<file path="src/rtl/alu_pkg.sv">
// Shared ALU control encodings and the RV32M multiply op enum, used by the
// core's ALU mux and by the iterative multiplier controller.
package alu_pkg;

  // One-hot ALU unit select
  localparam logic [3:0] ALU_SEL_ADD   = 4'b0001;
  localparam logic [3:0] ALU_SEL_BOOL  = 4'b0100;
  localparam logic [3:0] ALU_SEL_SHIFT = 4'b1000;

  // Boolean unit function select
  localparam logic [1:0] BOOL_XOR = 2'b00;
  localparam logic [1:0] BOOL_OR  = 2'b10;
  localparam logic [1:0] BOOL_AND = 2'b11;

  typedef enum logic [1:0] {
    MUL_OP_MUL    = 2'b00,
    MUL_OP_MULH   = 2'b01,
    MUL_OP_MULHSU = 2'b10,
    MUL_OP_MULHU  = 2'b11
  } mul_op_e;

  // MULH/MULHSU need the operand/result sign-fix steps
  function automatic logic mul_op_signed(input mul_op_e op);
    return (op == MUL_OP_MULH) || (op == MUL_OP_MULHSU);
  endfunction

endpackage

</file>
<file path="src/rtl/mul_seq_if.sv">
// Request/result handshake plus the borrowed-ALU control bus of mul_seq.
// slave = multiplier side, master = execute stage / ALU side.
interface mul_seq_if #(
  parameter int XLEN = 32
);
  // request
  logic            i_valid;
  logic            o_ready;
  logic [1:0]      i_op;
  logic [XLEN-1:0] i_rs1;
  logic [XLEN-1:0] i_rs2;
  logic            i_flush;
  // result
  logic            o_done;
  logic [XLEN-1:0] o_result;
  // shared ALU controls
  logic            o_alu_own;
  logic [XLEN-1:0] o_alu_op_a;
  logic [XLEN-1:0] o_alu_op_b;
  logic            o_alu_sub;
  logic [1:0]      o_alu_bool_op;
  logic [3:0]      o_alu_op_sel;
  logic            o_alu_shift_dir;
  logic [XLEN-1:0] i_alu_result;

  modport slave (
    input  i_valid, i_op, i_rs1, i_rs2, i_flush, i_alu_result,
    output o_ready, o_done, o_result,
    output o_alu_own, o_alu_op_a, o_alu_op_b, o_alu_sub,
    output o_alu_bool_op, o_alu_op_sel, o_alu_shift_dir
  );

  modport master (
    output i_valid, i_op, i_rs1, i_rs2, i_flush, i_alu_result,
    input  o_ready, o_done, o_result,
    input  o_alu_own, o_alu_op_a, o_alu_op_b, o_alu_sub,
    input  o_alu_bool_op, o_alu_op_sel, o_alu_shift_dir
  );
endinterface

</file>
<file path="src/rtl/mul_seq.sv">
// Iterative shift-add 32x32 multiplier using the core's shared ALU for its adds.
// Optional macro MUL_SIGNED_EN compiles the sign-fix states for MULH/MULHSU.
module mul_seq
  import alu_pkg::*;
#(
  parameter int XLEN = 32
) (
  input  logic     i_clk,
  input  logic     i_rst,
  mul_seq_if.slave bus
);

  typedef enum logic [2:0] {
    S_IDLE  = 3'd0,
`ifdef MUL_SIGNED_EN
    S_FIXA  = 3'd1,
    S_FIXB  = 3'd2,
`endif
    S_ITER  = 3'd3,
`ifdef MUL_SIGNED_EN
    S_FIXLO = 3'd4,
    S_FIXHI = 3'd5,
`endif
    S_DONE  = 3'd6
  } state_e;

  state_e          state_q, state_d;
  logic [XLEN-1:0] lo_q, lo_d;
  logic [XLEN-1:0] hi_q, hi_d;
  logic [XLEN-1:0] mcand_q, mcand_d;
  logic [4:0]      cnt_q, cnt_d;
  mul_op_e         op_q, op_d;
`ifdef MUL_SIGNED_EN
  logic            neg_q, neg_d;
  logic            sgn_q, sgn_d;
  logic            lo_zero_q, lo_zero_d;
`endif

  logic            ready, done;
  logic [XLEN-1:0] result;
  logic            alu_own, alu_sub;
  logic [XLEN-1:0] alu_a, alu_b;
  logic [1:0]      alu_bool;
  logic [3:0]      alu_sel;
  logic            carry;

  // Carry out of hi + mcand, recovered from the 32-bit ALU sum's MSB
  assign carry = (hi_q[XLEN-1] & mcand_q[XLEN-1]) |
                 ((hi_q[XLEN-1] | mcand_q[XLEN-1]) & ~bus.i_alu_result[XLEN-1]);

  always_comb begin
    state_d   = state_q;
    lo_d      = lo_q;
    hi_d      = hi_q;
    mcand_d   = mcand_q;
    cnt_d     = cnt_q;
    op_d      = op_q;
`ifdef MUL_SIGNED_EN
    neg_d     = neg_q;
    sgn_d     = sgn_q;
    lo_zero_d = lo_zero_q;
`endif
    ready     = 1'b0;
    done      = 1'b0;
    result    = '0;
    alu_own   = 1'b0;
    alu_a     = '0;
    alu_b     = '0;
    alu_sub   = 1'b0;
    alu_bool  = BOOL_XOR;
    alu_sel   = '0;

    case (state_q)
      S_IDLE: begin
        ready = 1'b1;
        if (bus.i_valid && !bus.i_flush) begin
          lo_d    = bus.i_rs1;
          mcand_d = bus.i_rs2;
          hi_d    = '0;
          cnt_d   = '0;
          op_d    = mul_op_e'(bus.i_op);
`ifdef MUL_SIGNED_EN
          sgn_d     = mul_op_signed(mul_op_e'(bus.i_op));
          lo_zero_d = 1'b0;
          case (mul_op_e'(bus.i_op))
            MUL_OP_MULH:   neg_d = bus.i_rs1[XLEN-1] ^ bus.i_rs2[XLEN-1];
            MUL_OP_MULHSU: neg_d = bus.i_rs1[XLEN-1];
            default:       neg_d = 1'b0;
          endcase
          state_d = sgn_d ? S_FIXA : S_ITER;
`else
          state_d = S_ITER;
`endif
        end
      end

`ifdef MUL_SIGNED_EN
      S_FIXA: begin
        alu_own = 1'b1;
        alu_b   = lo_q;
        alu_sub = 1'b1;
        alu_sel = ALU_SEL_ADD;
        if (lo_q[XLEN-1]) lo_d = bus.i_alu_result;
        state_d = S_FIXB;
      end

      S_FIXB: begin
        alu_own = 1'b1;
        alu_b   = mcand_q;
        alu_sub = 1'b1;
        alu_sel = ALU_SEL_ADD;
        if (op_q == MUL_OP_MULH && mcand_q[XLEN-1]) mcand_d = bus.i_alu_result;
        state_d = S_ITER;
      end
`endif

      S_ITER: begin
        alu_own = 1'b1;
        alu_a   = hi_q;
        alu_b   = mcand_q;
        alu_sel = ALU_SEL_ADD;
        // {hi,lo} shifts right one bit per step, folding in the add when lo[0]
        if (lo_q[0]) begin
          hi_d = {carry, bus.i_alu_result[XLEN-1:1]};
          lo_d = {bus.i_alu_result[0], lo_q[XLEN-1:1]};
        end else begin
          hi_d = {1'b0, hi_q[XLEN-1:1]};
          lo_d = {hi_q[0], lo_q[XLEN-1:1]};
        end
        cnt_d = cnt_q + 5'd1;
        if (cnt_q == 5'd31) begin
`ifdef MUL_SIGNED_EN
          state_d = sgn_q ? S_FIXLO : S_DONE;
`else
          state_d = S_DONE;
`endif
        end
      end

`ifdef MUL_SIGNED_EN
      S_FIXLO: begin
        alu_own   = 1'b1;
        alu_b     = lo_q;
        alu_sub   = 1'b1;
        alu_sel   = ALU_SEL_ADD;
        lo_zero_d = (lo_q == '0);
        if (neg_q) lo_d = bus.i_alu_result;
        state_d = S_FIXHI;
      end

      // 64-bit negate: hi becomes ~hi, plus one only when lo borrowed nothing
      S_FIXHI: begin
        alu_own = 1'b1;
        if (lo_zero_q) begin
          alu_b   = hi_q;
          alu_sub = 1'b1;
          alu_sel = ALU_SEL_ADD;
        end else begin
          alu_a    = hi_q;
          alu_b    = '1;
          alu_bool = BOOL_XOR;
          alu_sel  = ALU_SEL_BOOL;
        end
        if (neg_q) hi_d = bus.i_alu_result;
        state_d = S_DONE;
      end
`endif

      S_DONE: begin
        done    = 1'b1;
        result  = (op_q == MUL_OP_MUL) ? lo_q : hi_q;
        state_d = S_IDLE;
      end

      default: state_d = S_IDLE;
    endcase

    if (bus.i_flush && state_q != S_IDLE && state_q != S_DONE) state_d = S_IDLE;
  end

  always_ff @(posedge i_clk) begin
    if (i_rst) begin
      state_q   <= S_IDLE;
      lo_q      <= '0;
      hi_q      <= '0;
      mcand_q   <= '0;
      cnt_q     <= '0;
      op_q      <= MUL_OP_MUL;
`ifdef MUL_SIGNED_EN
      neg_q     <= 1'b0;
      sgn_q     <= 1'b0;
      lo_zero_q <= 1'b0;
`endif
    end else begin
      state_q   <= state_d;
      lo_q      <= lo_d;
      hi_q      <= hi_d;
      mcand_q   <= mcand_d;
      cnt_q     <= cnt_d;
      op_q      <= op_d;
`ifdef MUL_SIGNED_EN
      neg_q     <= neg_d;
      sgn_q     <= sgn_d;
      lo_zero_q <= lo_zero_d;
`endif
    end
  end

  assign bus.o_ready         = ready;
  assign bus.o_done          = done;
  assign bus.o_result        = result;
  assign bus.o_alu_own       = alu_own;
  assign bus.o_alu_op_a      = alu_a;
  assign bus.o_alu_op_b      = alu_b;
  assign bus.o_alu_sub       = alu_sub;
  assign bus.o_alu_bool_op   = alu_own ? alu_bool : 2'b00;
  assign bus.o_alu_op_sel    = alu_sel;
  assign bus.o_alu_shift_dir = 1'b0;

endmodule

</file>
<file path="src/flat_wrapper.sv">
// flat-port wrapper written by rule: the top's interface ports become plain ports
module mul_seq_flat import alu_pkg::*;
#(
  parameter int XLEN = 32
)
  (i_clk, i_rst, bus_i_valid, bus_i_op, bus_i_rs1, bus_i_rs2, bus_i_flush, bus_i_alu_result, bus_o_ready, bus_o_done, bus_o_result, bus_o_alu_own, bus_o_alu_op_a, bus_o_alu_op_b, bus_o_alu_sub, bus_o_alu_bool_op, bus_o_alu_op_sel, bus_o_alu_shift_dir);
  mul_seq_if #(.XLEN(XLEN)) bus_i ();
  input  logic i_clk;
  input  logic i_rst;
  input wire logic [$bits(bus_i.i_valid)-1:0] bus_i_valid;
  input wire logic [$bits(bus_i.i_op)-1:0] bus_i_op;
  input wire logic [$bits(bus_i.i_rs1)-1:0] bus_i_rs1;
  input wire logic [$bits(bus_i.i_rs2)-1:0] bus_i_rs2;
  input wire logic [$bits(bus_i.i_flush)-1:0] bus_i_flush;
  input wire logic [$bits(bus_i.i_alu_result)-1:0] bus_i_alu_result;
  output wire logic [$bits(bus_i.o_ready)-1:0] bus_o_ready;
  output wire logic [$bits(bus_i.o_done)-1:0] bus_o_done;
  output wire logic [$bits(bus_i.o_result)-1:0] bus_o_result;
  output wire logic [$bits(bus_i.o_alu_own)-1:0] bus_o_alu_own;
  output wire logic [$bits(bus_i.o_alu_op_a)-1:0] bus_o_alu_op_a;
  output wire logic [$bits(bus_i.o_alu_op_b)-1:0] bus_o_alu_op_b;
  output wire logic [$bits(bus_i.o_alu_sub)-1:0] bus_o_alu_sub;
  output wire logic [$bits(bus_i.o_alu_bool_op)-1:0] bus_o_alu_bool_op;
  output wire logic [$bits(bus_i.o_alu_op_sel)-1:0] bus_o_alu_op_sel;
  output wire logic [$bits(bus_i.o_alu_shift_dir)-1:0] bus_o_alu_shift_dir;
  assign bus_i.i_valid = bus_i_valid;
  assign bus_i.i_op = bus_i_op;
  assign bus_i.i_rs1 = bus_i_rs1;
  assign bus_i.i_rs2 = bus_i_rs2;
  assign bus_i.i_flush = bus_i_flush;
  assign bus_i.i_alu_result = bus_i_alu_result;
  assign bus_o_ready = bus_i.o_ready;
  assign bus_o_done = bus_i.o_done;
  assign bus_o_result = bus_i.o_result;
  assign bus_o_alu_own = bus_i.o_alu_own;
  assign bus_o_alu_op_a = bus_i.o_alu_op_a;
  assign bus_o_alu_op_b = bus_i.o_alu_op_b;
  assign bus_o_alu_sub = bus_i.o_alu_sub;
  assign bus_o_alu_bool_op = bus_i.o_alu_bool_op;
  assign bus_o_alu_op_sel = bus_i.o_alu_op_sel;
  assign bus_o_alu_shift_dir = bus_i.o_alu_shift_dir;
  mul_seq #(.XLEN(XLEN)) u_core (.i_clk(i_clk), .i_rst(i_rst), .bus(bus_i));
endmodule
</file>
<file path="config.mk">
export PLATFORM = sky130hd
export DESIGN_NAME = mul_seq_flat
export DESIGN_NICKNAME = d
export VERILOG_FILES = /design/src/rtl/alu_pkg.sv /design/src/rtl/mul_seq_if.sv /design/src/rtl/mul_seq.sv /design/src/flat_wrapper.sv
export SDC_FILE = /design/constraint.sdc
export NUM_CORES = 1
export LEC_CHECK = 0
export CORE_ASPECT_RATIO = 1.75
export CORE_MARGIN = 8
export CORE_UTILIZATION = 35
export DETAILED_ROUTE_END_ITERATION = 10
export PLACE_DENSITY_LB_ADDON = 0.3
export SLEW_MARGIN = 0
export SYNTH_ARGS = -nofsm -noshare
export SYNTH_HDL_FRONTEND = slang
export SYNTH_SLANG_ARGS = --single-unit
export TNS_END_PERCENT = 20
</file>
<file path="constraint.sdc">
create_clock -name i_clk -period 1.6 [get_ports i_clk]
set_input_delay 0.16 -clock i_clk [delete_from_list [all_inputs] [get_ports i_clk]]
set_output_delay 0.16 -clock i_clk [all_outputs]
set_load 0.05 [all_outputs]
</file>
==> metrics.md, run 1 <==
| Metric | Value |
|---|---|
| CTS tree | done |
| Crit. End Element | flop |
| Final worst path period share | 114% |
| Synthesized area per cell | 7.99 um^2 |
| Total number of vias | 5676 |
| Final Power | 0.00597 W |
| Mapped Area | 5370 um^2 |
| Clock Latency Late Sink | 0.34 ns |
| Flops & latches, synth | 106 |
| Synth warn | 0 |
| H-Tree Depth | 3 |
| DRT Pass-1 Iters | 4 |
| Io pins | 209 |
| Die Height | 180 um |
| Largest net degree at the start of global routing | 37 |
| RSZ-0062 raised after global routing | yes |
| Most frequent cells after synthesis | nand2_1 (165), dfxtp_1 (106), a21oi_1 (100), and2_1 (64), clkbuf_1 (43) |
| Initial DRC count | 221 |
| CP Launch Type | flop |
| Worst-path fanout max | 8 |
| Layout Skew | 0.00494 ns |
| Rel. slew slack | 66.9% |
| Core ar. | 15200 um^2 |
| Global-route wire length before repair | 31100 um |
| Total Wirelength | 20700 um |
| Share of layout cells above drive strength 1 | 36.4% |
| Final count of pins violating max slew | 0 |
| Async S/R FF share, synth | 0% |
| Setup ws final | -0.223 ns |
| GPL Wtd Cong | 0.810 |
| Syn Inst Count | 672 |
| Num CTS Buffers | 9 |
| Dpl hpwl | 14100 um |
| Vias per inst | 5.27 |
| Area grow syn2layout | 90.6% |
| Fmax | 548 MHz |
| Most frequent cell after synthesis | nand2_1 |
| Ys flop type | dfxtp_1 |
| Sequential element share of the synthesized area | 39.5% |
| Crit path required time | 1.87 ns |
| # nets final | 988 |
| GRT Util Overall | 20.2% |
| Post-synth top area share | 39.5% |
| Crit Path Category | flop to flop |
| Sink Count | 106 |
| DRC viols | 0 |
| Initial antenna violation count | 3 |
| Final hold slack | 0.242 ns |
| Worst slew pin tran | 0.492 ns |
| Vias in the first global route | 5667 |
| Hold Fails Final Rpt | 0 |
| Status | finished with violations |
| CTS Root Cell | clkbuf_16 |
| Top cell type by total area after synthesis | dfxtp_1 |
| CTS Hold Buffers Added | 0 |
| Die area | 19700 um^2 |
| Power Density | 583 nW/um^2 |
| Clk buf depth | 2 |
| Min Tclk post-route | 1.82 ns |
| Avg WL per Cell | 19.2 um |
| Final setup violation count | 199 |
| Violated checks | negative setup slack |
| Worst-path clk slew | 0.07 ns |
| Yosys cell types | 39 |
| Area contributors post-synth | dfxtp_1 (40%), nand2_1 (12%), a21oi_1 (9.3%), and2_1 (7.5%), mux2i_1 (6.0%) |
| ANT nets after route | 0 |
| WP data arrival | 2.10 ns |
| Die Wd | 110 um |
| Gr ovfl total | 0 |
| Hold Crit Class | input port to flop |
| Max-cap violations | 0 |
| Static Leak | 3.50 nW |
| Rows | 60 |
| Port Buffers | 201 |
| Starting Density | 35.4% |
| Maximum vdd drop | 513 uV |
| Number of synthesized flops with an enable pin | 0 |
[report_power, final]
part           internal [W]  switching [W]
logic              0.000515       0.000453
registers           0.00272      0.0000676
clock network       0.00122       0.000991
total               0.00446        0.00151
[worst max-delay path, stage by stage, from the launching register on]
cell,delay (ns)
dfxtp_2,0.32
buf_4,0.12
or4b_4,0.57
nor2_4,0.15
buf_12,0.16
buf_12,0.11
buf_16,0.11
nand2_1,0.08
a21oi_2,0.12
[stage by stage]
stage                     area (um^2)  std cells  setup WS, ns  setup TNS [ns]  util, %
after floorplan                  5820        678        -0.124           -8.87        -
after CTS                        9960       1069        -0.192          -26.97     65.7
after global routing            10200       1078        -0.276          -41.18     67.5
final                           10200       1078        -0.223          -28.88     67.5
after detailed placement         9110       1032        -0.321          -24.43     60.1
after global placement           9110       1032        -0.293          -22.93     60.1
[sequential cells by signal (all words and copies together), names as in the netlist]
register,count
u_core.op_q,2
u_core.cnt_q,5
u_core.hi_q,32
u_core.lo_q,32
u_core.mcand_q,32
u_core.state_q,3
[cells in the final DEF, fill, tap and decap left out, types with 2 or more instances in the layout]
cell,count
a221oi_2,11
diode_2,3
nor3b_1,31
nor2_4,3
nand2b_1,3
dfxtp_2,4
buf_16,8
a221oi_1,20
a21oi_4,33
clkbuf_16,13
or3_1,2
a21oi_2,11
nor3_1,2
a22o_1,2
nand2_2,9
conb_1,7
clkdlybuf4s50_1,100
nor2_1,3
and2_4,64
nand2_1,155
mux2i_1,32
buf_6,4
clkinvlp_4,2
dfxtp_1,102
buf_12,115
o2bb2ai_1,31
buf_4,33
a21oi_1,57
clkbuf_1,3
[logic make-up after synthesis]
| group | after synthesis | synth area share (%) |
|---|---|---|
| AOI/OAI and AO/OA | 172 | 20.9 |
| xor gates and xnor gates | 1 | 0.163 |
| adders and majority gates | 3 | 0.652 |
| buffers and inverters | 73 | 6.57 |
| DFF | 106 | 39.5 |
| muxes | 33 | 6.17 |
| other | 1 | 0.0698 |
| and+or+nand+nor | 283 | 25.9 |
[layout make-up]
cell class                 count  area [um^2]
clock buffer                  12          236
sequential                   106         2130
timing repair buffer         266         3940
clock inverter                 4         51.3
inverter                       2         11.3
fill                        1161         4930
tap                          186          233
multi-input combinational    499         3630
antenna                        3         7.51
[repair_timing]
item | 4_1_cts | 5_1_grt
gates resized for setup | 95 | 30
endpoints found under the setup margin | 130 | 205
pin swaps | 35 | 27
setup buffers | 14 | 2
cloned | 8 | 4
[worst paths after layout]
check        slack [ns]  cells past startpoint            endpoint          startpoint
max               -0.22                      8  u_core.mcand_q[13]   u_core.state_q[0]
min                0.24                      3     u_core.cnt_q[2]               i_rst
max reg2reg       -0.22                      8  u_core.mcand_q[13]   u_core.state_q[0]
min reg2reg        0.46                      2  u_core.mcand_q[14]  u_core.mcand_q[14]
[routing by layer]
metal	GRT usage (%)	wire length, um	up-vias
li1	-	-	2750
met1	20.5	7110	2716
met2	36.0	11500	176
met3	5.44	1410	34
met4	10.5	719	0
met5	0	0	-
(Power assumes the default switching activity.)
==> run 2: changes to the inputs <==
- CORE_MARGIN: 8 -> 5
==> metrics.md, run 2 (synthesized netlist as in run 1, its figures left out) <==
| Metric | Value |
|---|---|
| RSZ-0062 raised after global routing | yes (unchanged) |
| Top flop regs | u_core.hi_q x32, u_core.lo_q x32, u_core.mcand_q x32 (unchanged) |
| Worst stage delay on the critical path | 0.54 ns (was 0.57 ns) |
| CP Launch Type | flop (unchanged) |
| Num CTS Buffers | 9 (unchanged) |
| Hold Crit Class | input port to flop (unchanged) |
| Vias per inst | 5.30 (was 5.27) |
| Initial antenna violation count | 0 (was 3) |
| GRT Util Overall | 20.9% (was 20.2%) |
| Largest net degree at the start of global routing | 39 (was 37) |
| Min Tclk post-route | 1.90 ns (was 1.82 ns) |
| Cell repeated most along the worst path | buf_6 (was buf_12) |
| Total number of vias | 5727 (was 5676) |
| Final Util | 67.1% (was 67.5%) |
| Global-route wire length before repair | 30800 um (was 31100 um) |
| ANT nets after route | 0 (unchanged) |
| Io pins | 209 (unchanged) |
| Core ar. | 15200 um^2 (about the same) |
| Max-cap violations | 0 (unchanged) |
| Hold Fails Final Rpt | 0 (unchanged) |
| Most common cell after layout, fill and taps aside | nand2_1 (unchanged) |
| Avg WL per Cell | 19.1 um (was 19.2 um) |
| Status | finished with violations (unchanged) |
| Layout Skew | 0.0107 ns (was 0.00494 ns) |
| Antenna diode count | 0 (was 3) |
| Gr ovfl total | 0 (unchanged) |
| Rows | 60 (unchanged) |
| H-Tree Depth | 3 (unchanged) |
| Crit. End Element | flop (unchanged) |
| Hold depth | 2 (was 3) |
| Slowest-stage cell, CP | or4b_4 (unchanged) |
| Fin Setup TNS | -39.79 ns (was -28.88 ns) |
| Fmax | 527 MHz (was 548 MHz) |
| Die Wd | 104 um (was 110 um) |
| Sink Count | 106 (unchanged) |
| Worst path cell trace | buf_6, or4b_4, buf_6, nor2_4, buf_4, clkbuf_16, a221oi_1, a21oi_1 (was buf_4, or4b_4, nor2_4, buf_12, buf_12, buf_16, nand2_1, a21oi_2) |
| WP data arrival | 2.17 ns (was 2.10 ns) |
| Clock Latency Late Sink | 0.35 ns (was 0.34 ns) |
| Violated checks | negative setup slack (unchanged) |
| Clk buf depth | 2 (unchanged) |
| GPL Wtd Cong | 0.761 (was 0.810) |
| Worst R2R Path Depth | 8 (unchanged) |
| Maximum vdd drop | 445 uV (was 513 uV) |
| Worst-path fanout max | 14 (was 8) |
| Starting Density | 35.2% (was 35.4%) |
| # nets final | 993 (was 988) |
| Initial DRC count | 234 (was 221) |
| Critical path depth | 8 (unchanged) |
| Final setup violation count | 201 (was 199) |
| Crit Path Category | flop to flop (unchanged) |
| Total Wirelength | 20600 um (was 20700 um) |
| Die area | 18000 um^2 (was 19700 um^2) |
| Static Leak | 3.47 nW (was 3.50 nW) |
| Top Family by Delay on Critical Path | simple AND/OR/NAND/NOR gates (unchanged) |
| CTS Root Cell | clkbuf_16 (unchanged) |
| Power Density | 568 nW/um^2 (was 583 nW/um^2) |
| Vias in the first global route | 5708 (was 5667) |
| Port Buffers | 201 (unchanged) |
| Most frequent cells in the layout | nand2_1 (157), buf_12 (116), clkdlybuf4s50_1 (100), dfxtp_1 (99), and2_4 (64) (was nand2_1 (155), buf_12 (115), dfxtp_1 (102), clkdlybuf4s50_1 (100), and2_4 (64)) |
| DRT Pass-1 Iters | 4 (unchanged) |
| CTS Hold Buffers Added | 0 (unchanged) |
| DRC viols | 0 (unchanged) |
| Dpl hpwl | 13600 um (was 14100 um) |
| Die Height | 174 um (was 180 um) |
| Area grow syn2layout | 90.3% (was 90.6%) |
| CTS tree | done (unchanged) |
| Setup ws final | -0.298 ns (was -0.223 ns) |
| Share of layout cells above drive strength 1 | 36.1% (was 36.4%) |
| Crit path required time | 1.87 ns (about the same) |
| Worst-path clk slew | 0.07 ns (about the same) |
| Final count of pins violating max slew | 0 (unchanged) |
| Crit path buf inv count | 4 (unchanged) |
| Final worst path period share | 119% (was 114%) |
| Filler cells | 1163 (was 1161) |
-- run 2: changes by cell type in the layout (fill, tap and decap cells not counted), moves of 3 or more --
cell	change
a221oi_2	-8
buf_4	-6
a21oi_1	-3
diode_2	-3
buf_6	+10
dfxtp_1	-3
a21oi_4	-3
a21oi_2	+6
a221oi_1	+8
-- run 2: timing repair --
| action | CTS | global route |
|---|---|---|
| setup endpoints to repair | 193 | 202 |
| gates cloned | 6 | 7 |
| setup buffers | 11 | 8 |
| pin swaps | 51 | 25 |
| gates resized for setup | 90 | 30 |
-- run 2: worst paths after layout --
path / from / to / slack [ns]
setup reg to reg: u_core.state_q[1] / u_core.lo_q[2] / -0.30
hold reg to reg: u_core.cnt_q[0] / u_core.cnt_q[0] / 0.45
hold / removal: i_rst / u_core.cnt_q[0] / 0.07
setup / recovery: u_core.state_q[1] / u_core.lo_q[2] / -0.30
-- run 2: power by group --
group / leakage, nW / switching [W] / total [W] / internal, W
Clock: 0.129 / 0.00100 / 0.00206 / 0.00105
Sequential: 0.864 / 0.0000677 / 0.00279 / 0.00272
Combinational: 2.48 / 0.000454 / 0.000956 / 0.000502
-- run 2: area by class of cell --
class | count | area, um^2 | share of cell area, %
flip-flops and latches | 106 | 2130 | 20.9
clock inverters | 5 | 31.3 | 0.306
inverters | 2 | 11.3 | 0.110
repair buffers | 271 | 4020 | 39.3
multi-input cells | 499 | 3560 | 34.8
well taps | 186 | 233 | 2.28
clock buffers | 11 | 233 | 2.28
-- run 2: per-layer routing --
layer / share of wire [%] / vias up / track usage [%]
li1: - / 2757 / -
met3: 6.1 / 26 / 5.44
met2: 57 / 182 / 39.6
met1: 35 / 2762 / 21.5
met4: 2.2 / 0 / 7.50
met5: 0 / - / 0
-- run 2: stage by stage --
step / hold WS, ns / instances / area, um^2 / total power [W] / setup WS, ns
after detailed placement: 0.433 / 1032 / 9090 / 0.00369 / -0.372
final: 0.0700 / 1080 / 10200 / 0.00580 / -0.298
after CTS: 0.0631 / 1065 / 9870 / 0.00577 / -0.257
after global placement: 0.430 / 1032 / 9090 / 0.00367 / -0.323
after floorplan: 0.296 / 678 / 5820 / 0.00325 / -0.124
after global routing: 0.0791 / 1080 / 10200 / 0.00604 / -0.379
==> run 3: changes to the inputs <==
- CORE_ASPECT_RATIO: 1.75 -> 0.5
- PLACE_DENSITY: not set -> 0.65
- PLACE_DENSITY_LB_ADDON: 0.3 -> not set
==> metrics.md, run 3 (synthesized netlist as in run 1, its figures left out) <==
| Metric | Value |
|---|---|
| Min Tclk post-route | 1.79 ns (was 1.90 ns) |
| Hold_sp | i_rst (unchanged) |
| Worst-path clk slew | 0.07 ns (about the same) |
| Layout Skew | 0.0100 ns (was 0.0107 ns) |
| Final count of pins violating max slew | 0 (unchanged) |
| H-Tree Depth | 3 (unchanged) |
| Rows | 32 (was 60) |
| Largest net degree at the start of global routing | 51 (was 39) |
| Num CTS Buffers | 9 (unchanged) |
| Status | finished with violations (unchanged) |
| Crit Path Category | flop to output pin (was flop to flop) |
| Hold Fails Final Rpt | 0 (unchanged) |
| Total number of vias | 5513 (was 5727) |
| Fmax | 558 MHz (was 527 MHz) |
| Dpl hpwl | 13100 um (was 13600 um) |
| Critical R2R Launch | u_core.state_q[1] (unchanged) |
| Io pins | 209 (unchanged) |
| Worst-path fanout max | 17 (was 14) |
| Final non-filler cell total | 1076 (was 1080) |
| Gr ovfl total | 0 (unchanged) |
| CTS Root Cell | clkbuf_16 (unchanged) |
| Crit path required time | 1.44 ns (was 1.87 ns) |
| RSZ-0062 raised after global routing | yes (unchanged) |
| Register area | 2130 um^2 (about the same) |
| GPL Wtd Cong | 0.805 (was 0.761) |
| Top flop regs | u_core.hi_q x32, u_core.lo_q x32, u_core.mcand_q x32 (unchanged) |
| Global-route wire length before repair | 30200 um (was 30800 um) |
| Final worst path period share | 112% (was 119%) |
| Filler cells | 1237 (was 1163) |
| Setup crit start | u_core.state_q[0] (was u_core.state_q[1]) |
| Maximum vdd drop | 456 uV (was 445 uV) |
| Die area | 18100 um^2 (was 18000 um^2) |
| Rel. slew slack | 65.5% |
| Setup ws final | -0.193 ns (was -0.298 ns) |
| Clock Latency Late Sink | 0.35 ns (about the same) |
| Final setup violation count | 197 (was 201) |
| Core ar. | 15200 um^2 (about the same) |
| Sink Count | 106 (unchanged) |
| DRC viols | 0 (unchanged) |
| Avg WL per Cell | 17.5 um (was 19.1 um) |
| Initial antenna violation count | 0 (unchanged) |
| Static Leak | 3.28 nW (was 3.47 nW) |
| Power Density | 593 nW/um^2 (was 568 nW/um^2) |
| DRT Pass-1 Iters | 5 (was 4) |
| Most common cell after layout, fill and taps aside | nand2_1 (unchanged) |
| # nets final | 972 (was 993) |
| WP data arrival | 1.63 ns (was 2.17 ns) |
| Worst slew pin tran | 0.514 ns |
| Area of the multi-input gates | 3500 um^2 (was 3560 um^2) |
| CTS Hold Buffers Added | 0 (unchanged) |
| Die Wd | 185 um (was 104 um) |
| Vias in the first global route | 5518 (was 5708) |
| Antenna diode count | 0 (unchanged) |
| Final Power | 0.00579 W (was 0.00580 W) |
| Max-cap violations | 0 (unchanged) |
| CTS tree | done (unchanged) |
| CP Launch Type | flop (unchanged) |
| Starting Density | 35.3% (was 35.2%) |
| ANT nets after route | 0 (unchanged) |
| Final hold slack | 0.200 ns (was 0.0700 ns) |
| Fin Setup TNS | -23.87 ns (was -39.79 ns) |
| Violated checks | negative setup slack (unchanged) |
| Area grow syn2layout | 81.9% (was 90.3%) |
| GRT Util Overall | 20.5% (was 20.9%) |
| Port Buffers | 201 (unchanged) |
| Initial DRC count | 251 (was 234) |
| Share of layout cells above drive strength 1 | 31.5% (was 36.1%) |
| Most frequent cells in the layout | nand2_1 (164), buf_12 (112), clkdlybuf4s50_1 (100), dfxtp_1 (100), a21oi_1 (65) (was nand2_1 (157), buf_12 (116), clkdlybuf4s50_1 (100), dfxtp_1 (99), and2_4 (64)) |
| Final Util | 64.2% (was 67.1%) |
| Total Wirelength | 18800 um (was 20600 um) |
| Die Height | 97.6 um (was 174 um) |
| Vias per inst | 5.12 (was 5.30) |
| Clk buf depth | 2 (unchanged) |
| DP Cell Count | 1049 (was 1032) |
| Hold Crit Class | input port to flop (unchanged) |
| Crit. End Element | output pin (was flop) |
run 3: final cells by class:
| class | count | share of cell area [%] |
|---|---|---|
| Inverter | 2 | 0.115 |
| Clock inverter | 5 | 0.384 |
| Multi-Input combinational cell | 502 | 35.8 |
| Tap cell | 204 | 2.61 |
| Timing Repair Buffer | 247 | 36.8 |
| Sequential cell | 106 | 21.8 |
| Clock buffer | 10 | 2.45 |
run 3: what timing repair did:
action	4_1_cts	5_1_grt
endpoints found under the setup margin	183	202
cloned	6	1
pin swaps	52	3
setup buffers	4	2
resized for setup	76	5
run 3: critical path, stage by stage, from the launching register on:
cell	delay, ns
dfxtp_2	0.33
buf_6	0.13
nand3b_1	0.17
buf_6	0.16
buf_12	0.17
a21oi_4	0.17
buf_12	0.15
run 3: metrics by stage:
stage / setup WS [ns] / instance area [um^2]
2_1_floorplan: -0.124 / 5820
3_3_place_gp: -0.280 / 9090
3_5_place_dp: -0.310 / 9090
4_1_cts: -0.197 / 9710
5_1_grt: -0.234 / 9770
6_report: -0.193 / 9770
run 3: layer usage:
layer	GRT usage (%)	up-vias	routed length [um]
li1	-	2715	-
met2	33.9	150	9230
met3	5.24	20	1170
met4	4.34	0	231
met1	27.1	2628	8190
met5	0	-	0
run 3: power breakdown:
group          switching [W]  internal (W)
clock network        0.00103       0.00110
registers          0.0000712       0.00272
logic               0.000423      0.000444
total                0.00152       0.00427
run 3: worst paths after layout:
kind / to / slack [ns] / cells past startpoint
max: bus_o_result[15] / -0.19 / 6
min: u_core.lo_q[21] / 0.20 / 2
max reg2reg: u_core.lo_q[31] / -0.19 / 5
min reg2reg: u_core.mcand_q[18] / 0.46 / 2
==> RTL change (config.mk and constraints of run 2) <==
Take the reset off `lo_q` and `hi_q` and load them in a clocked block of their own.
--- a/src/rtl/mul_seq.sv
+++ b/src/rtl/mul_seq.sv
@@ -181,8 +181,6 @@
   always_ff @(posedge i_clk) begin
     if (i_rst) begin
       state_q   <= S_IDLE;
-      lo_q      <= '0;
-      hi_q      <= '0;
       mcand_q   <= '0;
       cnt_q     <= '0;
       op_q      <= MUL_OP_MUL;
@@ -193,8 +191,6 @@
 `endif
     end else begin
       state_q   <= state_d;
-      lo_q      <= lo_d;
-      hi_q      <= hi_d;
       mcand_q   <= mcand_d;
       cnt_q     <= cnt_d;
       op_q      <= op_d;
@@ -204,6 +200,11 @@
       lo_zero_q <= lo_zero_d;
 `endif
     end
+  end
+
+  always_ff @(posedge i_clk) begin
+    lo_q <= lo_d;
+    hi_q <= hi_d;
   end
 
   assign bus.o_ready         = ready;
Formal check against the unedited RTL: same outputs for any inputs over 10 cycles, from zero or initial values and one cycle with i_rst high; that may be too few to reach the edited logic, so the function may still have changed.
==> RTL change against run 2 <==
  * The flow still finishes with violations (negative setup slack)
  * Hold slack improved by 0.31 ns
  * Sequential share of layout area rose by 6.8 points
  * Maximum frequency rose by 5.7%
  * Area after synthesis rose by 2.0%
  * Setup slack improved by 0.10 ns
  * Sequential cell count did not move
  * Count of clock-buffer cells in the layout fell by 1
  * Via count fell by 6.2%
  * Wire length fell by 5.1%
  * Die area rose by 1.9%
  * Global-route usage rose by 0.22 points
  * Non-clock buffer count fell by 24
  * Total power rose by 8.1%
  * Final area fell by 2.1%
==> RTL change: results (changes against run 2) <==
Slowest-stage cell, CP - dfxtp_2 (was or4b_4)
gp weighted congestion - 0.872 (was 0.761)
arrival time worst endpoint - 1.64 ns (was 2.17 ns)
Worst Setup Slack, final - -0.196 ns (was -0.298 ns)
Hold Path Sink - u_core.mcand_q[27] (was u_core.cnt_q[0])
DP Cell Count - 987 (was 1032)
Setup crit end - bus_o_result[3] (was u_core.lo_q[2])
crit path launch - u_core.state_q[0] (was u_core.state_q[1])
adder-cell share of the synthesized area - 0.640% (was 0.652%)
VDD IR max - 0.659 mV (was 0.445 mV)
Post-Layout Cell Count - 1023 (was 1080)
Setup-failing EPs final - 161 (was 201)
status - finished with violations (unchanged)
r2r worst-path depth - 6 (was 8)
drt pass-1 iters - 5 (was 4)
Metal-1 WL - 6580 um (was 7180 um)
met2 Usage GRT - 38.5% (was 39.6%)
Hold Startpoint - bus_i_rs2[27] (was i_rst)
# Post-CTS Setup Buffers - 10 (was 11)
clock skew - 0.00858 ns (was 0.0107 ns)
Mean Syn Cell Area - 8.72 um2 (was 7.99 um2)
failing checks - negative setup slack (unchanged)
number of flops mapped to enable cells by yosys - 64 (was 0)
Post-DP Area - 0.00878 mm2 (was 0.00909 mm2)
worst reg-to-reg setup slack - -0.03 ns (was -0.30 ns)
Top Family by Delay on Critical Path - buffers and inverters (was simple AND/OR/NAND/NOR gates)
vias in the first global route - 5779 (was 5708)
top post-synthesis cells by count - 162 x nand2_1, 69 x a21oi_1, 64 x and2_1, 64 x edfxtp_1, 42 x dfxtp_1 (was 165 x nand2_1, 106 x dfxtp_1, 100 x a21oi_1)
top_reg_cell synth - edfxtp_1 (was dfxtp_1)
Vias per Instance - 5.25 (was 5.30)
GR Util met3 - 5.41% (was 5.44%)
Synth Area in XOR/XNOR - 0.160% (was 0.163%)
nets@finish - 936 (was 993)
WL met2 - 10500 um (was 11700 um)
CP max FO - 5 (was 14)
iteration-0 DRC count of the detailed router - 218 (was 234)
largest net degree at the start of global routing - 70 (was 39)
met1 Use GR - 21.9% (was 21.5%)
## RTL change: stage by stage
step	util (%)	TNS, ns	hold WS [ns]	power [mW]
2_1_floorplan	-	-8.72	0.308	3.59
3_3_place_gp	57.1	0	0.458	4.01
3_5_place_dp	57.1	-0.0773	0.463	4.04
4_1_cts	64.9	-11.30	0.368	6.28
5_1_grt	65.0	-20.08	0.388	6.53
6_report	65.0	-11.38	0.380	6.27
## RTL change: power breakdown
group / total [mW] / internal (mW) / switching [mW]
Clock: 2.18 / 1.20 / 0.975
Combinational: 0.990 / 0.476 / 0.514
Sequential: 3.10 / 3.02 / 0.0803
Total: 6.27 / 4.70 / 1.57
## RTL change: cell type report
cell class                 instances  area (um2)  share of cell area, %
clock buffer                      10         229                   2.29
clock inverter                     6        57.6                  0.575
inverter                           6        50.0                  0.500
multi-input combinational        462        2890                   28.9
sequential                       106        2770                   27.7
tap                              186         233                   2.33
timing repair buffer             247        3770                   37.7
